File: src/rtl/fp_defines.sv
// Shared floating-point format codes, field-length helpers and operation codes
// used across the FP datapath.
`ifndef FP_DEFINES_SV
`define FP_DEFINES_SV

`define FP16 0
`define BF16 1
`define FP32 2
`define FP64 3

`define GET_MANTISSA_LEN(fmt) (((fmt) == `FP64) ? 52 : ((fmt) == `FP32) ? 23 : ((fmt) == `BF16) ? 7 : 10)
`define GET_PROTECT_LEN(fmt) 3

`define ADD 1'b0
`define SUB 1'b1

`define RDN 3'b010

`endif

File: src/rtl/mantissa_cal_pipe_pkg.sv
// Types and helpers for the mantissa add/subtract pipeline: the sign-decision
// context carried between stages and the rule that picks the result sign.
`ifndef FP_DEFINES_SV
`include "fp_defines.sv"
`endif

package mantissa_cal_pipe_pkg;

   typedef struct packed {
      logic sign_same;
      logic a_large;
      logic aligned_sign;
      logic rdn;
   } sign_ctl_t;

   // An exact cancellation takes its sign from the rounding mode alone.
   function automatic logic result_sign(input sign_ctl_t ctl, input logic zero);
      logic s;
      if (ctl.sign_same)    s = ctl.aligned_sign;
      else if (zero)        s = ctl.rdn;
      else if (ctl.a_large) s = ctl.aligned_sign;
      else                  s = ~ctl.aligned_sign;
      return s;
   endfunction

   function automatic logic op_of(input logic sign_same);
      return sign_same ? `ADD : `SUB;
   endfunction

endpackage

File: src/rtl/fp_lzc.sv
// Combinational leading-zero counter; an all-zero input counts as WIDTH.
module fp_lzc #(
   parameter int WIDTH = 8,
   parameter int CNT_W = $clog2(WIDTH + 1)
) (
   input  logic [WIDTH-1:0] value,
   output logic [CNT_W-1:0] count
);

   always_comb begin
      // NOTE: the default assigned before the loop keeps this purely combinational (no latch).
      count = CNT_W'(WIDTH);
      for (int i = 0; i < WIDTH; i++) begin
         if (value[i]) count = CNT_W'(WIDTH - 1 - i);
      end
   end

endmodule

File: src/rtl/mantissa_cal_pipe.sv
// Mantissa add/subtract with result sign, leading-zero count and zero flag,
// in a one- or two-stage valid/ready pipeline.
`ifndef FP_DEFINES_SV
`include "fp_defines.sv"
`endif

module mantissa_cal_pipe
   import mantissa_cal_pipe_pkg::*;
#(
   parameter  int data_format = `FP32,
   parameter  int PIPE_DEPTH  = 2,
   localparam int M           = `GET_MANTISSA_LEN(data_format),
   localparam int P           = `GET_PROTECT_LEN(data_format),
   localparam int W           = M + P + 1,
   parameter  int LZC_W       = $clog2(W + 2)
) (
   input  logic             clk,
   input  logic             rst,
   input  logic             in_valid,
   output logic             in_ready,
   input  logic             a_sign,
   input  logic             b_sign,
   input  logic             aligned_sign,
   input  logic [W-1:0]     a_mant,
   input  logic [W-1:0]     b_mant,
   input  logic [2:0]       rm,
   output logic             out_valid,
   input  logic             out_ready,
   output logic [W:0]       cal_result,
   output logic             cal_sign,
   output logic             effective_op,
   output logic [LZC_W-1:0] lzc,
   output logic             is_zero
);

   logic         a_large_in;
   logic [W-1:0] big_in, small_in;
   sign_ctl_t    ctl_in;

   // Swap so the subtraction below never goes negative.
   always_comb begin
      a_large_in = (a_mant >= b_mant);
      big_in     = a_large_in ? a_mant : b_mant;
      small_in   = a_large_in ? b_mant : a_mant;
      ctl_in     = '{sign_same:    (a_sign == b_sign),
                     a_large:      a_large_in,
                     aligned_sign: aligned_sign,
                     rdn:          (rm == `RDN)};
   end

   logic [W-1:0] big_q, small_q;
   sign_ctl_t    ctl_q;
   logic         front_valid;
   logic         s2_valid;
   logic         s2_ready;

   assign s2_ready = ~s2_valid | out_ready;

   generate
      if (PIPE_DEPTH == 1) begin : g_one_stage
         assign big_q       = big_in;
         assign small_q     = small_in;
         assign ctl_q       = ctl_in;
         assign front_valid = in_valid;
         assign in_ready    = s2_ready;
      end else begin : g_two_stage
         logic         s1_valid;
         logic         s1_ready;
         logic [W-1:0] s1_big, s1_small;
         sign_ctl_t    s1_ctl;

         assign s1_ready = ~s1_valid | s2_ready;

         always_ff @(posedge clk) begin
            if (rst)           s1_valid <= 1'b0;
            else if (s1_ready) s1_valid <= in_valid;
         end

         // NOTE: the stage-1 payload is qualified by s1_valid, so it carries no reset.
         always_ff @(posedge clk) begin
            if (in_valid && s1_ready) begin
               s1_big   <= big_in;
               s1_small <= small_in;
               s1_ctl   <= ctl_in;
            end
         end

         assign big_q       = s1_big;
         assign small_q     = s1_small;
         assign ctl_q       = s1_ctl;
         assign front_valid = s1_valid;
         assign in_ready    = s1_ready;
      end
   endgenerate

   logic [W:0]       sum_d;
   logic             zero_d;
   logic [LZC_W-1:0] lzc_d;

   assign sum_d  = ctl_q.sign_same ? ({1'b0, big_q} + {1'b0, small_q})
                                   : ({1'b0, big_q} - {1'b0, small_q});
   assign zero_d = (sum_d == '0);

   fp_lzc #(
      .WIDTH (W + 1),
      .CNT_W (LZC_W)
   ) u_lzc (
      .value (sum_d),
      .count (lzc_d)
   );

   // Result registers reset to zero because they drive the outputs directly.
   always_ff @(posedge clk) begin
      if (rst) begin
         s2_valid     <= 1'b0;
         cal_result   <= '0;
         cal_sign     <= 1'b0;
         effective_op <= `ADD;
         lzc          <= '0;
         is_zero      <= 1'b0;
      end else if (s2_ready) begin
         s2_valid <= front_valid;
         if (front_valid) begin
            cal_result   <= sum_d;
            cal_sign     <= result_sign(ctl_q, zero_d);
            effective_op <= op_of(ctl_q.sign_same);
            lzc          <= lzc_d;
            is_zero      <= zero_d;
         end
      end
   end

   assign out_valid = s2_valid;

endmodule

File: config.mk
export PLATFORM = sky130hd
export DESIGN_NAME = mantissa_cal_pipe
export DESIGN_NICKNAME = d
export VERILOG_FILES = /design/src/rtl/mantissa_cal_pipe_pkg.sv /design/src/rtl/fp_lzc.sv /design/src/rtl/mantissa_cal_pipe.sv
export VERILOG_INCLUDE_DIRS = /design/src /design/src/rtl
export SDC_FILE = /design/constraint.sdc
export NUM_CORES = 1
export LEC_CHECK = 0
export CORE_MARGIN = 1
export CORE_UTILIZATION = 35
export CTS_BUF_LIST = sky130_fd_sc_hd__clkbuf_16
export CTS_CLUSTER_SIZE = 25
export DETAILED_ROUTE_END_ITERATION = 6
export GPL_ROUTABILITY_DRIVEN = 0
export PLACE_DENSITY = 0.55
export SETUP_SLACK_MARGIN = 0.4
export SKIP_CTS_REPAIR_TIMING = 1
export SYNTH_ARGS = -nofsm -noshare
export SYNTH_HDL_FRONTEND = slang
export SYNTH_HIERARCHICAL = 1
export SYNTH_SLANG_ARGS = --single-unit
File: constraint.sdc
create_clock -name clk -period 9.2 [get_ports clk]
set_input_delay 1.84 -clock clk [delete_from_list [all_inputs] [get_ports clk]]
set_output_delay 1.84 -clock clk [all_outputs]
set_load 0.05 [all_outputs]
==> results by group <==
Finish
  • Layout Area Growth over Synthesis: 21.88%
  • Nets@finish: 1,027
  • Most common cell after layout, fill and taps aside: clkdlybuf4s50_1
  • Fill count: 1,994
  • Post-route insts no fill: 1,175
  • Ant. Diodes: 0
  • Area occupied by multi-input gates: 4420 um2
  • Fraction of layout cells with a size suffix above 1: 9.724%
  • Commonest non-fill, non-tap cells in the layout: 101 x clkdlybuf4s50_1, 92 x a21oi_1, 89 x nand2_1
  • Seq. cell area: 2502 um2

Worst hold path
  • Worst Hold Path Cells: 2
  • Min-Delay Path Class: reg -> reg

Routing
  • Drt first-iter violations: 264
  • Pre-antenna DRT Iters: 6
  • DR WL/cell: 14.50 um
  • Drt total wl: 17,040 um
  • Final antenna-violating net count: 0
  • Vias: 6,028
  • DR vias/cell: 5.130
  • Drc violations: 0

GRT
  • Vias in the first global route: 5,583
  • First-pass GRT wire length: 28,520 um
  • Initial antenna violation count: 0
  • Total GRT Usage: 16.57%
  • GR Overflow Total: 0
  • Largest net degree at the start of global routing: 59

STA
  • Final Hold Vio Count: 0
  • Final max-slew violation count: 0
  • Crit share post-route: 60.87%
  • Clock Skew: 9.519 ps
  • Fin worst setup slack: 3600 ps
  • Unrepaired setup endpoints after global routing: false
  • Tmin final: 5600 ps
  • Fin Setup TNS: 0 ps
  • Final setup viols: 0
  • Worst-Margin Slew: 877.4 ps
  • Worst rel slew slack: 41.16%
  • Maximum clock frequency: 178.6 MHz

Clock network
  • Clock latency on the worst-skew pair: 350 ps
  • H-tree depth: 3
  • CTS buffer count: 9
  • Worst-path clk slew: 70 ps
  • Max clock buf depth: 2
  • CTS root buffer: clkbuf_16
  • CTS tree: done
  • CTS Sinks: 96

Outcome
  • Status: finished, final reports clean

Power and ir drop
  • P_leak: 3.351 nW
  • Worst VDD drop: 85.07 uV
  • Tot Pwr: 1.696 mW
  • Power Density: 192.8 nW/um2

Synthesis
  • Netlist cell types: 62
  • Synth Area in Adders: 10.85%
  • Post-synth EDFFs: 58
  • Synthesized flop and latch total: 96
  • Post-synthesis mux area share: 8.895%
  • Ys async rst share: 0%
  • Synthesized area: 7216 um2
  • Synthesized area per cell: 8.864 um2
  • Sequential area share after synthesis: 34.68%
  • Main synth FF type: edfxtp_1
  • Synth Area in XOR/XNOR: 5.098%
  • Cells after Synth: 814
  • Yosys warns: 6
  • Largest family of logic cells by synthesized area: compound AO/OA/AOI/OAI gates
  • Mapped Nets: 940
  • Compound-gate portion of the synthesized area: 19.00%
  • Synth Area in Simple Gates: 17.10%

Die
  • # IOs: 102
  • Die area: 21,200 um2
  • FP Rows: 52
  • Die height: 145.6 um
  • Starting Density: 35.66%
  • Die width: 145.6 um
  • Core area: 20,230 um2

Flow run
  • MaxCap Viol Count: 0

Critical path
  • CP Capture Type: flip-flop
  • Reg2reg path depth: 17
  • CP Launch Type: primary input
  • Crit Path Class: in -> reg
  • Critical Path AT: 5700 ps
  • CP Max Fanout: 35
  • Critical path required time: 9300 ps

Place
  • PortBufs: 101
  • Cells after DPL: 1,160
  • Pre-CTS setup slack: 3086 ps
  • DP HPWL: 13,390 um
where the power goes:
group	internal, mW	switching (mW)	total, mW
logic	0.299	0.493	0.792
clock network	0.208	0.164	0.372
registers	0.506	0.0260	0.532
total	1.01	0.683	1.70
cell usage after synthesis, drive strengths merged (3+ instances only):
master	number	area, um2
a2111oi	8	90.08
a211oi	11	82.58
a21o	19	142.6
a21oi	92	460.4
a31oi	9	56.30
and2	7	43.79
and3	6	37.54
buf	3	18.77
clkbuf	28	105.1
dfxtp	38	760.7
edfxtp	58	1742
ha	61	763.2
inv	51	191.4
mux2	57	641.9
nand2	90	340.3
nand2b	3	18.77
nand3	12	60.06
nand4	10	62.56
nor2	69	259.0
nor2b	6	37.54
nor3	28	140.1
nor3b	4	30.03
nor4	8	65.06
o211ai	9	67.56
o21a	5	37.54
o21ai	27	135.1
o21bai	3	22.52
o31ai	5	42.54
or3	6	37.54
or4	6	45.04
xnor2	16	140.1
xor2	26	227.7
logic make-up after synthesis:
| group | after synthesis |
|---|---|
| compound gates | 214 |
| xor+xnor | 42 |
| fa+ha+maj | 62 |
| buf+inv | 82 |
| flops | 96 |
| mux | 57 |
| simple gates | 261 |
layer usage:
layer / vias to the layer above / global-route usage [%] / part of all wire (%)
met5: - / 0 / 0
met4: 0 / 5.474 / 1.5
met3: 12 / 1.818 / 2.6
met2: 109 / 25.00 / 42
met1: 2756 / 24.52 / 54
li1: 3151 / - / -
stage by stage:
stage	utilization, %	area [um2]	hold WS (ps)
after global placement	42.05	8508	443.4
after floorplan	-	7216	496.0
after CTS	43.46	8795	456.5
after global routing	43.46	8795	472.3
final	43.46	8795	452.9
after detailed placement	42.05	8508	448.0
sequential cells by signal, indices dropped and copies added, names as in the netlist:
register,flops
cal_result,28
big_q,27
g_two_stage.s1_small,27
lzc,5
ctl_q,4
cal_sign,1
effective_op,1
front_valid,1
is_zero,1
out_valid,1
worst max-delay path, cell delays in order:
cell and delay, ps:
clkdlybuf4s50_1 500, inv_1 50, ha_1 280, nor2b_1 130, o21a_1 110, o21a_1 100, o21a_1 90, o21ai_0 80
a2111oi_0 690, o21ai_0 270, a32oi_4 630, buf_4 520, mux2_2 390
final timing paths:
| check | to | start | slack, ps |
|---|---|---|---|
| worst max-delay path | big_q[22] | b_mant[1] | 3600 |
| worst min-delay path | cal_result[18] | cal_result[18] | 450 |
| worst max register to register | lzc[1] | g_two_stage.s1_small[4] | 4150 |
| worst min register to register | cal_result[18] | cal_result[18] | 450 |
final cells by class:
cell class              instances  share of cell area, %
clock buffers                   9                  2.561
clock inverters                 6                 0.6971
inverters                      51                  2.177
multi-input cells             636                  50.26
flip-flops and latches         96                  28.45
well taps                     270                  3.841
repair buffers                107                  12.01
No activity file was read; power rests on OpenSTA's default activity.
